`src/rtl/axi_lite_read_slave.sv`:
```
// AXI4-Lite read-only slave serving a locally written 32-bit register file.
// One outstanding read; RVALID follows the AR handshake by RD_LATENCY+1 cycles.
module axi_lite_read_slave #(
    parameter int unsigned NUM_REGS   = 8,
    parameter int unsigned RD_LATENCY = 2
) (
    input  logic        ACLK,
    input  logic        ARESETn,
    input  logic [31:0] ARADDR,
    input  logic        ARVALID,
    output logic        ARREADY,
    output logic [31:0] RDATA,
    output logic [1:0]  RRESP,
    output logic        RVALID,
    input  logic        RREADY,
    input  logic        lw_en,
    input  logic [7:0]  lw_idx,
    input  logic [31:0] lw_data,
    output logic [15:0] txn_count
);

    localparam int unsigned DATA_W  = 32;
    localparam int unsigned ADDR_KW = 10;
    localparam int unsigned CNT_W   = 4;
    localparam int unsigned TXN_W   = 16;
    localparam int unsigned IDX_W   = (NUM_REGS > 1) ? $clog2(NUM_REGS) : 1;

    localparam logic [1:0] RESP_OKAY   = 2'b00;
    localparam logic [1:0] RESP_SLVERR = 2'b10;

    typedef enum logic [1:0] {
        IDLE = 2'd0,
        WAIT = 2'd1,
        RESP = 2'd2
    } state_t;

    state_t                r_state;
    state_t                w_next_state;
    logic                  r_arready;
    logic [CNT_W-1:0]      r_wait_cnt;
    logic [ADDR_KW-1:0]    r_addr;
    logic                  r_rvalid;
    logic [DATA_W-1:0]     r_rdata;
    logic [1:0]            r_rresp;
    logic [TXN_W-1:0]      r_txn_count;
    logic [DATA_W-1:0]     r_regs [NUM_REGS];

    logic                  w_ar_hs;
    logic                  w_r_hs;
    logic                  w_rsp_load;
    logic [ADDR_KW-1:0]    w_rd_addr;
    logic [7:0]            w_rd_idx;
    logic [IDX_W-1:0]      w_rd_slot;
    logic                  w_rd_ok;
    logic [DATA_W-1:0]     w_rd_word;
    logic                  w_lw_hit;
    logic [IDX_W-1:0]      w_lw_slot;
    logic                  w_unused;

    // Upper address bits do not take part in decode.
    assign w_unused = ^ARADDR[31:ADDR_KW];

    // Next-state and handshake decode.
    always_comb begin
        w_next_state = r_state;
        w_ar_hs      = 1'b0;
        w_r_hs       = 1'b0;
        case (r_state)
            IDLE: begin
                if (ARVALID && r_arready) begin
                    w_ar_hs      = 1'b1;
                    w_next_state = (RD_LATENCY == 0) ? RESP : WAIT;
                end
            end
            WAIT: begin
                if (r_wait_cnt <= CNT_W'(1)) begin
                    w_next_state = RESP;
                end
            end
            RESP: begin
                if (r_rvalid && RREADY) begin
                    w_r_hs       = 1'b1;
                    w_next_state = IDLE;
                end
            end
            default: w_next_state = IDLE;
        endcase
    end

    assign w_rsp_load = (w_next_state == RESP) && (r_state != RESP);

    // State register, ARREADY, address capture and wait counter.
    always_ff @(posedge ACLK or posedge ARESETn) begin
        if (ARESETn) begin
            r_state    <= IDLE;
            r_arready  <= 1'b0;
            r_wait_cnt <= '0;
            r_addr     <= '0;
        end else begin
            r_state   <= w_next_state;
            r_arready <= (w_next_state == IDLE);
            if (w_ar_hs) begin
                r_addr     <= ARADDR[ADDR_KW-1:0];
                r_wait_cnt <= CNT_W'(RD_LATENCY);
            end else if (r_state == WAIT) begin
                r_wait_cnt <= r_wait_cnt - CNT_W'(1);
            end
        end
    end

    // With zero latency the response is built from the live address in the accept cycle.
    assign w_rd_addr = (r_state == IDLE) ? ARADDR[ADDR_KW-1:0] : r_addr;
    assign w_rd_idx  = w_rd_addr[ADDR_KW-1:2];
    assign w_rd_slot = w_rd_idx[IDX_W-1:0];
    assign w_rd_ok   = (w_rd_addr[1:0] == 2'b00) && (9'(w_rd_idx) < 9'(NUM_REGS));
    assign w_rd_word = r_regs[w_rd_slot];

    assign w_lw_hit  = lw_en && (9'(lw_idx) < 9'(NUM_REGS));
    assign w_lw_slot = lw_idx[IDX_W-1:0];

    // Register file; a same-edge read sees the pre-write contents.
    for (genvar g = 0; g < int'(NUM_REGS); g++) begin : g_reg
        always_ff @(posedge ACLK or posedge ARESETn) begin
            if (ARESETn) begin
                r_regs[g] <= '0;
            end else if (w_lw_hit && (w_lw_slot == IDX_W'(g))) begin
                r_regs[g] <= lw_data;
            end
        end
    end

    // Read response channel and handshake counter.
    always_ff @(posedge ACLK or posedge ARESETn) begin
        if (ARESETn) begin
            r_rvalid    <= 1'b0;
            r_rdata     <= '0;
            r_rresp     <= RESP_OKAY;
            r_txn_count <= '0;
        end else begin
            if (w_rsp_load) begin
                r_rvalid <= 1'b1;
                r_rdata  <= w_rd_ok ? w_rd_word : '0;
                r_rresp  <= w_rd_ok ? RESP_OKAY : RESP_SLVERR;
            end else if (w_r_hs) begin
                r_rvalid <= 1'b0;
                r_rdata  <= '0;
                r_rresp  <= RESP_OKAY;
            end
            if (w_r_hs) begin
                r_txn_count <= r_txn_count + TXN_W'(1);
            end
        end
    end

    assign ARREADY   = r_arready;
    assign RVALID    = r_rvalid;
    assign RDATA     = r_rdata;
    assign RRESP     = r_rresp;
    assign txn_count = r_txn_count;

endmodule

```
`config.mk`:
```
export PLATFORM = sky130hd
export DESIGN_NAME = axi_lite_read_slave
export DESIGN_NICKNAME = d
export VERILOG_FILES = /design/src/rtl/axi_lite_read_slave.sv
export SDC_FILE = /design/constraint.sdc
export NUM_CORES = 1
export LEC_CHECK = 0
export CAP_MARGIN = 20
export CORE_ASPECT_RATIO = 0.7
export CORE_MARGIN = 2
export CORE_UTILIZATION = 58
export CTS_BUF_LIST = sky130_fd_sc_hd__clkbuf_16
export CTS_CLUSTER_DIAMETER = 200
export CTS_CLUSTER_SIZE = 40
export DETAILED_ROUTE_END_ITERATION = 16
export MAX_ROUTING_LAYER = met4
export PLACE_DENSITY = 0.8
export SYNTH_ARGS = -nofsm -noshare
export SYNTH_HDL_FRONTEND = slang
export SYNTH_SLANG_ARGS = --single-unit
```
`constraint.sdc`:
```
create_clock -name ACLK -period 14.4 [get_ports ACLK]
set_input_delay 4.32 -clock ACLK [delete_from_list [all_inputs] [get_ports ACLK]]
set_output_delay 4.32 -clock ACLK [all_outputs]
set_load 0.02 [all_outputs]
```
==> results of run 1 <==
[metal layers]
layer / track usage / part of all wire / up-vias
met5: - / 0 / -
li1: - / - / 3948
met3: 0.0291 / 0.042 / 36
met2: 0.411 / 0.48 / 195
met4: 0.0504 / 0.016 / 0
met1: 0.368 / 0.46 / 4605
[synth_stat cells, drive strengths merged, types with 2 or more instances]
library cell    n  area [µm²]
o21ai           9        45.0
nor2           13        51.3
nor3b           2        25.0
nand3b          7        52.6
buf            42         264
inv             5        18.8
xor2            7        61.3
xnor2          10        87.6
nor3            2        10.0
nand2b          5        31.3
mux2          257        2890
and3            5        31.3
nor4            3        18.8
ha              3        37.5
nand2         110         413
dfrtp         323        8080
a32o           32         320
clkbuf         27         101
and2            2        12.5
a222oi         32         320
mux2i          96         961
nand3          39         195
nand4           6        37.5
[stage by stage]
step           hold slack [ps]  power, mW  setup WS [ps]  cell area (µm²)
2_1_floorplan              437       1.52           1140            14100
3_3_place_gp               456       1.72           7030            15400
3_5_place_dp               461       1.73           7060            15400
4_1_cts                    485       2.17           7590            15800
5_1_grt                    523       2.25           7330            15800
6_report                   478       2.16           7560            15800
[cell type report]
class	instances	area (µm²)	area share
tap	318	398	0.0252
clock inverter	1	30.0	0.00190
multi-input combinational	649	5740	0.363
sequential	323	8080	0.511
inverter	5	26.3	0.00166
timing repair buffer	124	1220	0.0770
clock buffer	13	325	0.0206
[state kept, by name, indices dropped and copies added, names as in the netlist]
signal      cells
ARREADY         1
RVALID          1
r_wait_cnt      4
r_regs        256
r_state         2
r_addr         10
RDATA          32
txn_count      16
RRESP           1
[path summary, 6_finish.rpt]
check                              start             to  slack [ps]  cells past startpoint
setup / recovery               ARADDR[2]      RDATA[28]        7560                      7
hold / removal             txn_count[15]  txn_count[15]         480                      1
setup reg to reg              r_state[1]      RDATA[28]       11120                      6
hold reg to reg            txn_count[15]  txn_count[15]         480                      1
max in group asynchronous        ARESETn    r_regs[115]        7770                      4
min in group asynchronous        ARESETn    r_regs[120]        4320                      2
[cell families (layout without fill, tap and decap cells)]
logic type / Yosys count / count (layout) / synth area share
XOR/XNOR: 17 / 17 / 0.0105
flip-flops: 323 / 323 / 0.572
AND/OR/NAND/NOR: 200 / 200 / 0.0655
other: 1 / 1 / 0.000265
adder cells (fa/ha/maj): 3 / 3 / 0.00266
AO/OA/AOI/OAI: 75 / 75 / 0.0496
multiplexers: 353 / 353 / 0.273
buffers and inverters: 74 / 143 / 0.0272
[power groups by stage]
| stage | registers (mW) | clock network (mW) | logic, mW |
|---|---|---|---|
| 4_1_cts | 1.05 | 0.450 | 0.670 |
| 3_5_place_dp | 1.06 | 0 | 0.666 |
| 6_report | 1.05 | 0.442 | 0.668 |
| 3_3_place_gp | 1.06 | 0 | 0.657 |
| 2_1_floorplan | 1.08 | 0 | 0.435 |
| 5_1_grt | 1.06 | 0.481 | 0.717 |
==> run_results.csv, run 1 <==
group,metric,value,unit
placed_design,port_buffers,105,
critical_path,cp_slowest_cell,"buf_4",
route,drc_errors,0,
synth,syn_inst,1046,
outcome,status,"finished clean",
critical_path,worstSetupPathType,"input port to flip-flop",
critical_path,cp.required,14860,ps
placed_design,dp_cells,1418,
cts,cts_buffers,12,
sta,finalCriticalPeriod,6840,ps
sta,setup_viol,0,
synth,yosysWarnings,0,
pwr,swShare,0.340,
route,num_vias,8784,
pwr,powerDensity,136,nW/µm²
min_path,min_path_type,"flip-flop to flip-flop",
critical_path,max_stage_delay,740,ps
cts,cts_tree,"built",
sta,finalCritPeriodShare,0.475,
synth,synthesis.area,14100,µm²
pwr,power.share.clock,0.205,
floorplan,initial_utilization,0.594,
floorplan,num_rows,47,
sta,slew_headroom,0.384,
final_layout,antennaDiodeCount,0,
pwr,power_frac_seq,0.485,
cts,cts_buffer_depth,3,
final_layout,layout_commonest_cell,"dfrtp_1",
sta,slew_violations,0,
synth,ys_seq_area_frac,0.572,
global_routing,overflow,0,
floorplan,die-width,191,µm
sta,grt_setup_unrepaired,"no",
final_layout,fin_nets,1195,
sta,clock.fmax,0.146,GHz
pwr,pwr-share-comb,0.310,
floorplan,dieHeight,135,µm
critical_path,crit_chain,"clkdlybuf4s50_1 -> or3b_1 -> and2_4 -> buf_4 -> mux2i_1 -> a222oi_1 -> a32o_1",
pwr,p_int,1.42,mW
pwr,irDropWorstVdd,0.139,mV
cts,cts_max_level,1,
route,drt_iter0_markers,783,
route,wirelength,31000,µm
critical_path,cp.arrival,7290,ps
cts,insertion_delay,500,ps
critical_path,path_buf_inv,2,
pwr,p_sw,733,µW
route,wl_per_cell,21.6,µm
sta,hold_viol_final,0,
final_layout,drive_gt1_frac,0.272,
synth,synth_edf_count,0,
synth,ys_types,38,
cts,cts_resized,0,
floorplan,core-area,23800,µm²
route,firstDrtPassIters,8,
floorplan,die-area,25700,µm²
route,ant_nets,0,
global_routing,grt_pass1_vias,9013,
synth,synthArstFlopShare,1.00,
final_layout,fin_util,0.664,
critical_path,cp_top_family,"buffers and inverters",
global_routing,grt.total_usage,0.259,
synth,synth_fp_nets,1126,
placed_design,place_hpwl,17800,µm
cts,hold_buffers,0,
sta,clock_skew,55.3,ps
global_routing,grt_pass1_wl,50600,µm
cts,cts.reportedPaths.clkPinSlew,140,ps
sta,finalSetupTns,0,ps
cts,cts.sinks,323,
pwr,leakagePower,7.70,nW
critical_path,path_max_fanout,50,
final_layout,fillers,1750,
route,viasPerCell,6.13,
final_layout,most-common-layout-cells,"dfrtp_1 (323), mux2_2 (256), nand2_1 (109), clkdlybuf4s50_1 (105), mux2i_1 (96)",
cts,cts_setup_buffers,0,
synth,synth-seq-cells,323,
critical_path,critPathCaptureType,"flip-flop",
synth,ys.flop_type,"dfrtp_1",
placed_design,gp_congestion,0.771,
global_routing,grt_start_max_net_pins,112,
final_layout,finalNonFillerCells,1433,
global_routing,antenna_found_initial,0,
sta,worst_pin_slew,925,ps
run,cap_violations,0,
final_layout,syn_to_final_growth,11.9,%
critical_path,cp-start-kind,"input port",
cts,cts_root_buffer,"clkbuf_16",
floorplan,boundaryPins,129,
synth,avgSynthCellArea,13.5,µm²
Note: power is estimated with default switching activity, not from simulation.
==> inputs of run 2 (changes only) <==
==> constraint.sdc (replaced) <==
create_clock -name ACLK -period 6.7 [get_ports ACLK]
set_input_delay 2.01 -clock ACLK [delete_from_list [all_inputs] [get_ports ACLK]]
set_output_delay 2.01 -clock ACLK [all_outputs]
set_load 0.02 [all_outputs]
==> run 2 against run 1 <==
  * Total power up 120%
  * Final cell count up 0.28%
  * Wire length up 1.4%
  * Register-to-register slack worse by 7500 ps
  * Count of clock-buffer cells in the layout unchanged
  * Largest power group unchanged
  * Critical path depth unchanged
  * Worst setup slack worse by 5100 ps
  * Die area unchanged
  * Sequential power up 110%
  * Final area up 0.43%
  * Sequential share of layout area down 0.22 points
  * Critical endpoint is now RDATA[26]
==> run_results.csv, run 2 (synthesis results as in run 1) <==
group,metric,value,unit
min_path,min_path_type,"flip-flop to flip-flop",
global_routing,grt_pass1_wl,50100,µm
route,num_vias,8838,
global_routing,grt_start_max_net_pins,121,
final_layout,fin_util,0.667,
cts,cts_buffer_depth,3,
final_layout,largest_register_ffs,256,
cts,cts_tree,"built",
critical_path,cp.arrival,4660,ps
floorplan,initial_utilization,0.594,
cts,hold_buffers,0,
sta,slew_headroom,0.270,
placed_design,dp_slack,1960,ps
route,firstDrtPassIters,6,
pwr,p_total,4.65,mW
floorplan,core-area,23800,µm²
route,drt_iter0_markers,740,
floorplan,num_rows,47,
critical_path,cp.required,7090,ps
cts,cts.sinks,323,
critical_path,critPathCaptureType,"flip-flop",
floorplan,boundaryPins,129,
cts,cts_setup_buffers,0,
critical_path,worstSetupPathType,"input port to flip-flop",
cts,cts_max_level,1,
global_routing,grt.total_usage,0.259,
sta,worst_pin_slew,1090,ps
sta,clock_skew,67.5,ps
global_routing,antenna_found_initial,1,
cts,cts.reportedPaths.clkPinSlew,130,ps
route,drc_errors,0,
sta,hold_viol_final,0,
sta,clock.fmax,0.234,GHz
route,wirelength,31500,µm
final_layout,fin_nets,1198,
sta,setup_viol,0,
pwr,irDropWorstVdd,0.231,mV
run,cap_violations,0,
floorplan,die-area,25700,µm²
floorplan,dieHeight,135,µm
route,wl_per_cell,21.9,µm
sta,finalCritPeriodShare,0.637,
cts,cts_root_buffer,"clkbuf_16",
final_layout,regMostFlops,"r_regs",
sta,finalSetupTns,0,ps
final_layout,layout_commonest_cell,"dfrtp_1",
critical_path,cp-start-kind,"input port",
final_layout,drive_gt1_frac,0.275,
route,viasPerCell,6.15,
sta,slew_violations,0,
sta,finalCriticalPeriod,4270,ps
final_layout,most-common-layout-cells,"dfrtp_1 (323), mux2_2 (256), nand2_1 (108), clkdlybuf4s50_1 (105), mux2i_1 (96)",
final_layout,syn_to_final_growth,12.4,%
sta,hold_ws,492,ps
sta,setup_slack,2430,ps
placed_design,gp_congestion,0.752,
route,ant_nets,0,
outcome,status,"finished clean",
pwr,leakagePower,7.73,nW
cts,cts_buffers,12,
pwr,powerDensity,292,nW/µm²
sta,grt_setup_unrepaired,"no",
critical_path,path_max_fanout,43,
placed_design,place_hpwl,18100,µm
placed_design,port_buffers,105,
cts,insertion_delay,520,ps
floorplan,die-width,191,µm
global_routing,grt_pass1_vias,8778,
global_routing,overflow,0,
cts,cts_resized,0,
-- run 2: stage by stage --
| step | instance area (µm²) | instances |
|---|---|---|
| 2_1_floorplan | 14100 | 1046 |
| 3_3_place_gp | 15500 | 1419 |
| 3_5_place_dp | 15500 | 1419 |
| 4_1_cts | 15800 | 1433 |
| 5_1_grt | 15900 | 1437 |
| 6_report | 15900 | 1437 |
-- run 2: path summary, 6_finish.rpt --
kind	startpoint	endpoint	slack (ps)	cells past startpoint
max	ARADDR[2]	RDATA[26]	2430	7
min	txn_count[15]	txn_count[15]	490	1
max reg2reg	r_state[1]	RDATA[26]	3650	6
min reg2reg	txn_count[15]	txn_count[15]	490	1
max in group asynchronous	ARESETn	RDATA[26]	3720	4
min in group asynchronous	ARESETn	r_regs[222]	1740	2
-- run 2: where the power goes --
group / internal (mW) / switching [mW] / total [mW]
Sequential: 2.12 / 0.130 / 2.25
Clock: 0.362 / 0.585 / 0.946
Combinational: 0.578 / 0.868 / 1.45
Total: 3.06 / 1.58 / 4.65
-- run 2: worst max-delay path, stage by stage --
cell and delay (ps):
clkdlybuf4s50_1 410, or3b_1 220, and2_4 650, buf_4 540
mux2i_1 150, a222oi_1 370, a32o_1 240
-- run 2: final cells by class --
| class | count | area, µm² |
|---|---|---|
| inverter | 5 | 22.5 |
| clock inverter | 1 | 30.0 |
| timing repair buffer | 127 | 1290 |
| clock buffer | 13 | 325 |
| fill | 1741 | 7930 |
| sequential | 323 | 8080 |
| antenna | 1 | 2.50 |
| tap | 318 | 398 |
| multi-input combinational | 649 | 5740 |
-- run 2: per-layer routing --
layer | track usage | wire [µm] | vias to the layer above
met1 | 0.383 | 14500 | 4655
li1 | - | - | 3941
met3 | 0.0247 | 1700 | 20
met2 | 0.404 | 15000 | 222
met4 | 0.0383 | 290 | 0
met5 | - | 0 | -
==> inputs of run 3 (changes only) <==
--- a/config.mk
+++ b/config.mk
@@ -8,13 +8,13 @@
 export CAP_MARGIN = 20
 export CORE_ASPECT_RATIO = 0.7
 export CORE_MARGIN = 2
-export CORE_UTILIZATION = 58
+export CORE_UTILIZATION = 52
 export CTS_BUF_LIST = sky130_fd_sc_hd__clkbuf_16
 export CTS_CLUSTER_DIAMETER = 200
 export CTS_CLUSTER_SIZE = 40
 export DETAILED_ROUTE_END_ITERATION = 16
 export MAX_ROUTING_LAYER = met4
-export PLACE_DENSITY = 0.8
+export PLACE_DENSITY = 0.76
 export SYNTH_ARGS = -nofsm -noshare
 export SYNTH_HDL_FRONTEND = slang
 export SYNTH_SLANG_ARGS = --single-unit
==> constraint.sdc (replaced) <==
create_clock -name ACLK -period 3.43 [get_ports ACLK]
set_input_delay 1.029 -clock ACLK [delete_from_list [all_inputs] [get_ports ACLK]]
set_output_delay 1.029 -clock ACLK [all_outputs]
set_load 0.02 [all_outputs]
==> run 3 against run 2 <==
  * Sequential share of layout area fell by 1.0 points
  * Clock power rose by 97%
  * Wire length rose by 2.8%
  * Critical endpoint is now RDATA[28]
==> run_results.csv, run 3 (synthesis results as in run 1) <==
group,metric,value,unit
cts,cts.reportedPaths.clkPinSlew,140,ps
placed_design,place_hpwl,19600,µm
placed_design,dp_slack,133,ps
floorplan,die-area,28500,µm²
route,wl_met3,1450,µm
run,cap_violations,0,
final_layout,finalNonFillerCells,1498,
pwr,powerDensity,579,nW/µm²
sta,worst_pin_slew,1010,ps
route,drt_iter0_markers,817,
route,ant_nets,0,
placed_design,port_buffers,105,
floorplan,die-width,201,µm
global_routing,overflow,0,
route,drc_errors,0,
critical_path,path_max_fanout,22,
pwr,irDropWorstVdd,0.337,mV
route,wl_per_cell,21.6,µm
route,top_layer_used,"met4",
sta,grt_setup_unrepaired,"no",
global_routing,grt_pass1_wl,52000,µm
floorplan,core-area,26700,µm²
placed_design,dp_cells,1482,
critical_path,max_stage_delay,470,ps
final_layout,layout_commonest_cell,"dfrtp_1",
global_routing,antenna_found_initial,1,
sta,setup_viol,0,
sta,finalCriticalPeriod,2790,ps
cts,cts_max_level,1,
floorplan,dieHeight,142,µm
route,wl_met2,15100,µm
cts,cts_root_buffer,"clkbuf_16",
critical_path,critPathCaptureType,"flip-flop",
cts,cts_setup_buffers,0,
sta,slew_headroom,0.324,
sta,clock.fmax,0.359,GHz
sta,finalCritPeriodShare,0.812,
route,viasPerCell,5.92,
pwr,leakagePower,7.85,nW
floorplan,initial_utilization,0.529,
cts,cts_buffers,12,
floorplan,boundaryPins,129,
sta,slew_violations,0,
sta,clock_skew,58.6,ps
sta,setup_slack,643,ps
critical_path,cp.arrival,3240,ps
min_path,min_path_type,"flip-flop to flip-flop",
route,wl_met1,15500,µm
critical_path,cp-start-kind,"input port",
pwr,p_total,9.38,mW
route,num_vias,8866,
cts,cts_buffer_depth,3,
global_routing,grt_pass1_vias,9061,
cts,cts_tree,"built",
critical_path,cp.required,3880,ps
floorplan,num_rows,50,
sta,hold_viol_final,0,
route,firstDrtPassIters,7,
cts,hold_buffers,0,
cts,cts.sinks,323,
sta,finalSetupTns,0,ps
outcome,status,"finished clean",
critical_path,worstSetupPathType,"input port to flip-flop",
cts,cts_resized,0,
final_layout,fin_nets,1213,
final_layout,drive_gt1_frac,0.283,
final_layout,most-common-layout-cells,"dfrtp_1 (323), mux2_2 (256), nand2_1 (109), clkdlybuf4s50_1 (105), mux2i_1 (96)",
cts,insertion_delay,500,ps
final_layout,largest_register_ffs,256,
route,wirelength,32300,µm
global_routing,grt_start_max_net_pins,70,
final_layout,regMostFlops,"r_regs",
placed_design,gp_congestion,0.767,
sta,hold_ws,492,ps
critical_path,cp_slowest_cell,"clkdlybuf4s50_1",
critical_path,crit_chain,"clkdlybuf4s50_1 -> or3b_1 -> and2_4 -> buf_12 -> mux2i_1 -> a222oi_1 -> a32o_1",
global_routing,grt.total_usage,0.237,
final_layout,syn_to_final_growth,14.6,%
==> run 3: per-layer routing <==
| metal | vias up | track usage |
|---|---|---|
| met1 | 4685 | 0.344 |
| met5 | - | - |
| met3 | 21 | 0.0272 |
| li1 | 3969 | - |
| met4 | 0 | 0.0316 |
| met2 | 191 | 0.372 |
==> run 3: worst paths after layout <==
check / from / to / slack, ps / depth (start not counted)
min in group asynchronous: ARESETn / r_regs[62] / 840 / 2
max reg2reg: r_state[1] / RDATA[28] / 950 / 6
min reg2reg: r_addr[6] / r_addr[6] / 490 / 2
max in group asynchronous: ARESETn / r_addr[9] / 1830 / 3
min: r_addr[6] / r_addr[6] / 490 / 2
max: ARADDR[2] / RDATA[28] / 640 / 7
==> run 3: critical path: cells and delay by family <==
kind                   cells  cell delay [ps]
AO/OA/AOI/OAI              2              630
buffers and inverters      2              710
multiplexers               1              130
AND/OR/NAND/NOR            2              720
==> run 3: stage by stage <==
stage                      util  cell area, µm²
after floorplan               -           14100
after global placement    0.592           15800
after global routing      0.607           16200
final                     0.607           16200
after CTS                 0.606           16200
after detailed placement  0.592           15800
==> run 3: area by class of cell <==
class,count,area [µm²]
inverters,5,22.5
repair buffers,142,1550
fillers,2152,10500
clock buffers,13,325
well taps,364,455
multi-input cells,649,5740
flip-flops and latches,323,8080
diodes,1,2.50
clock inverters,1,30.0
==> run 3: power breakdown <==
| part | switching [mW] | leakage (nW) | internal [mW] |
|---|---|---|---|
| registers | 0.249 | 4.43 | 4.15 |
| logic | 1.78 | 3.25 | 1.34 |
| clock network | 1.16 | 0.172 | 0.706 |
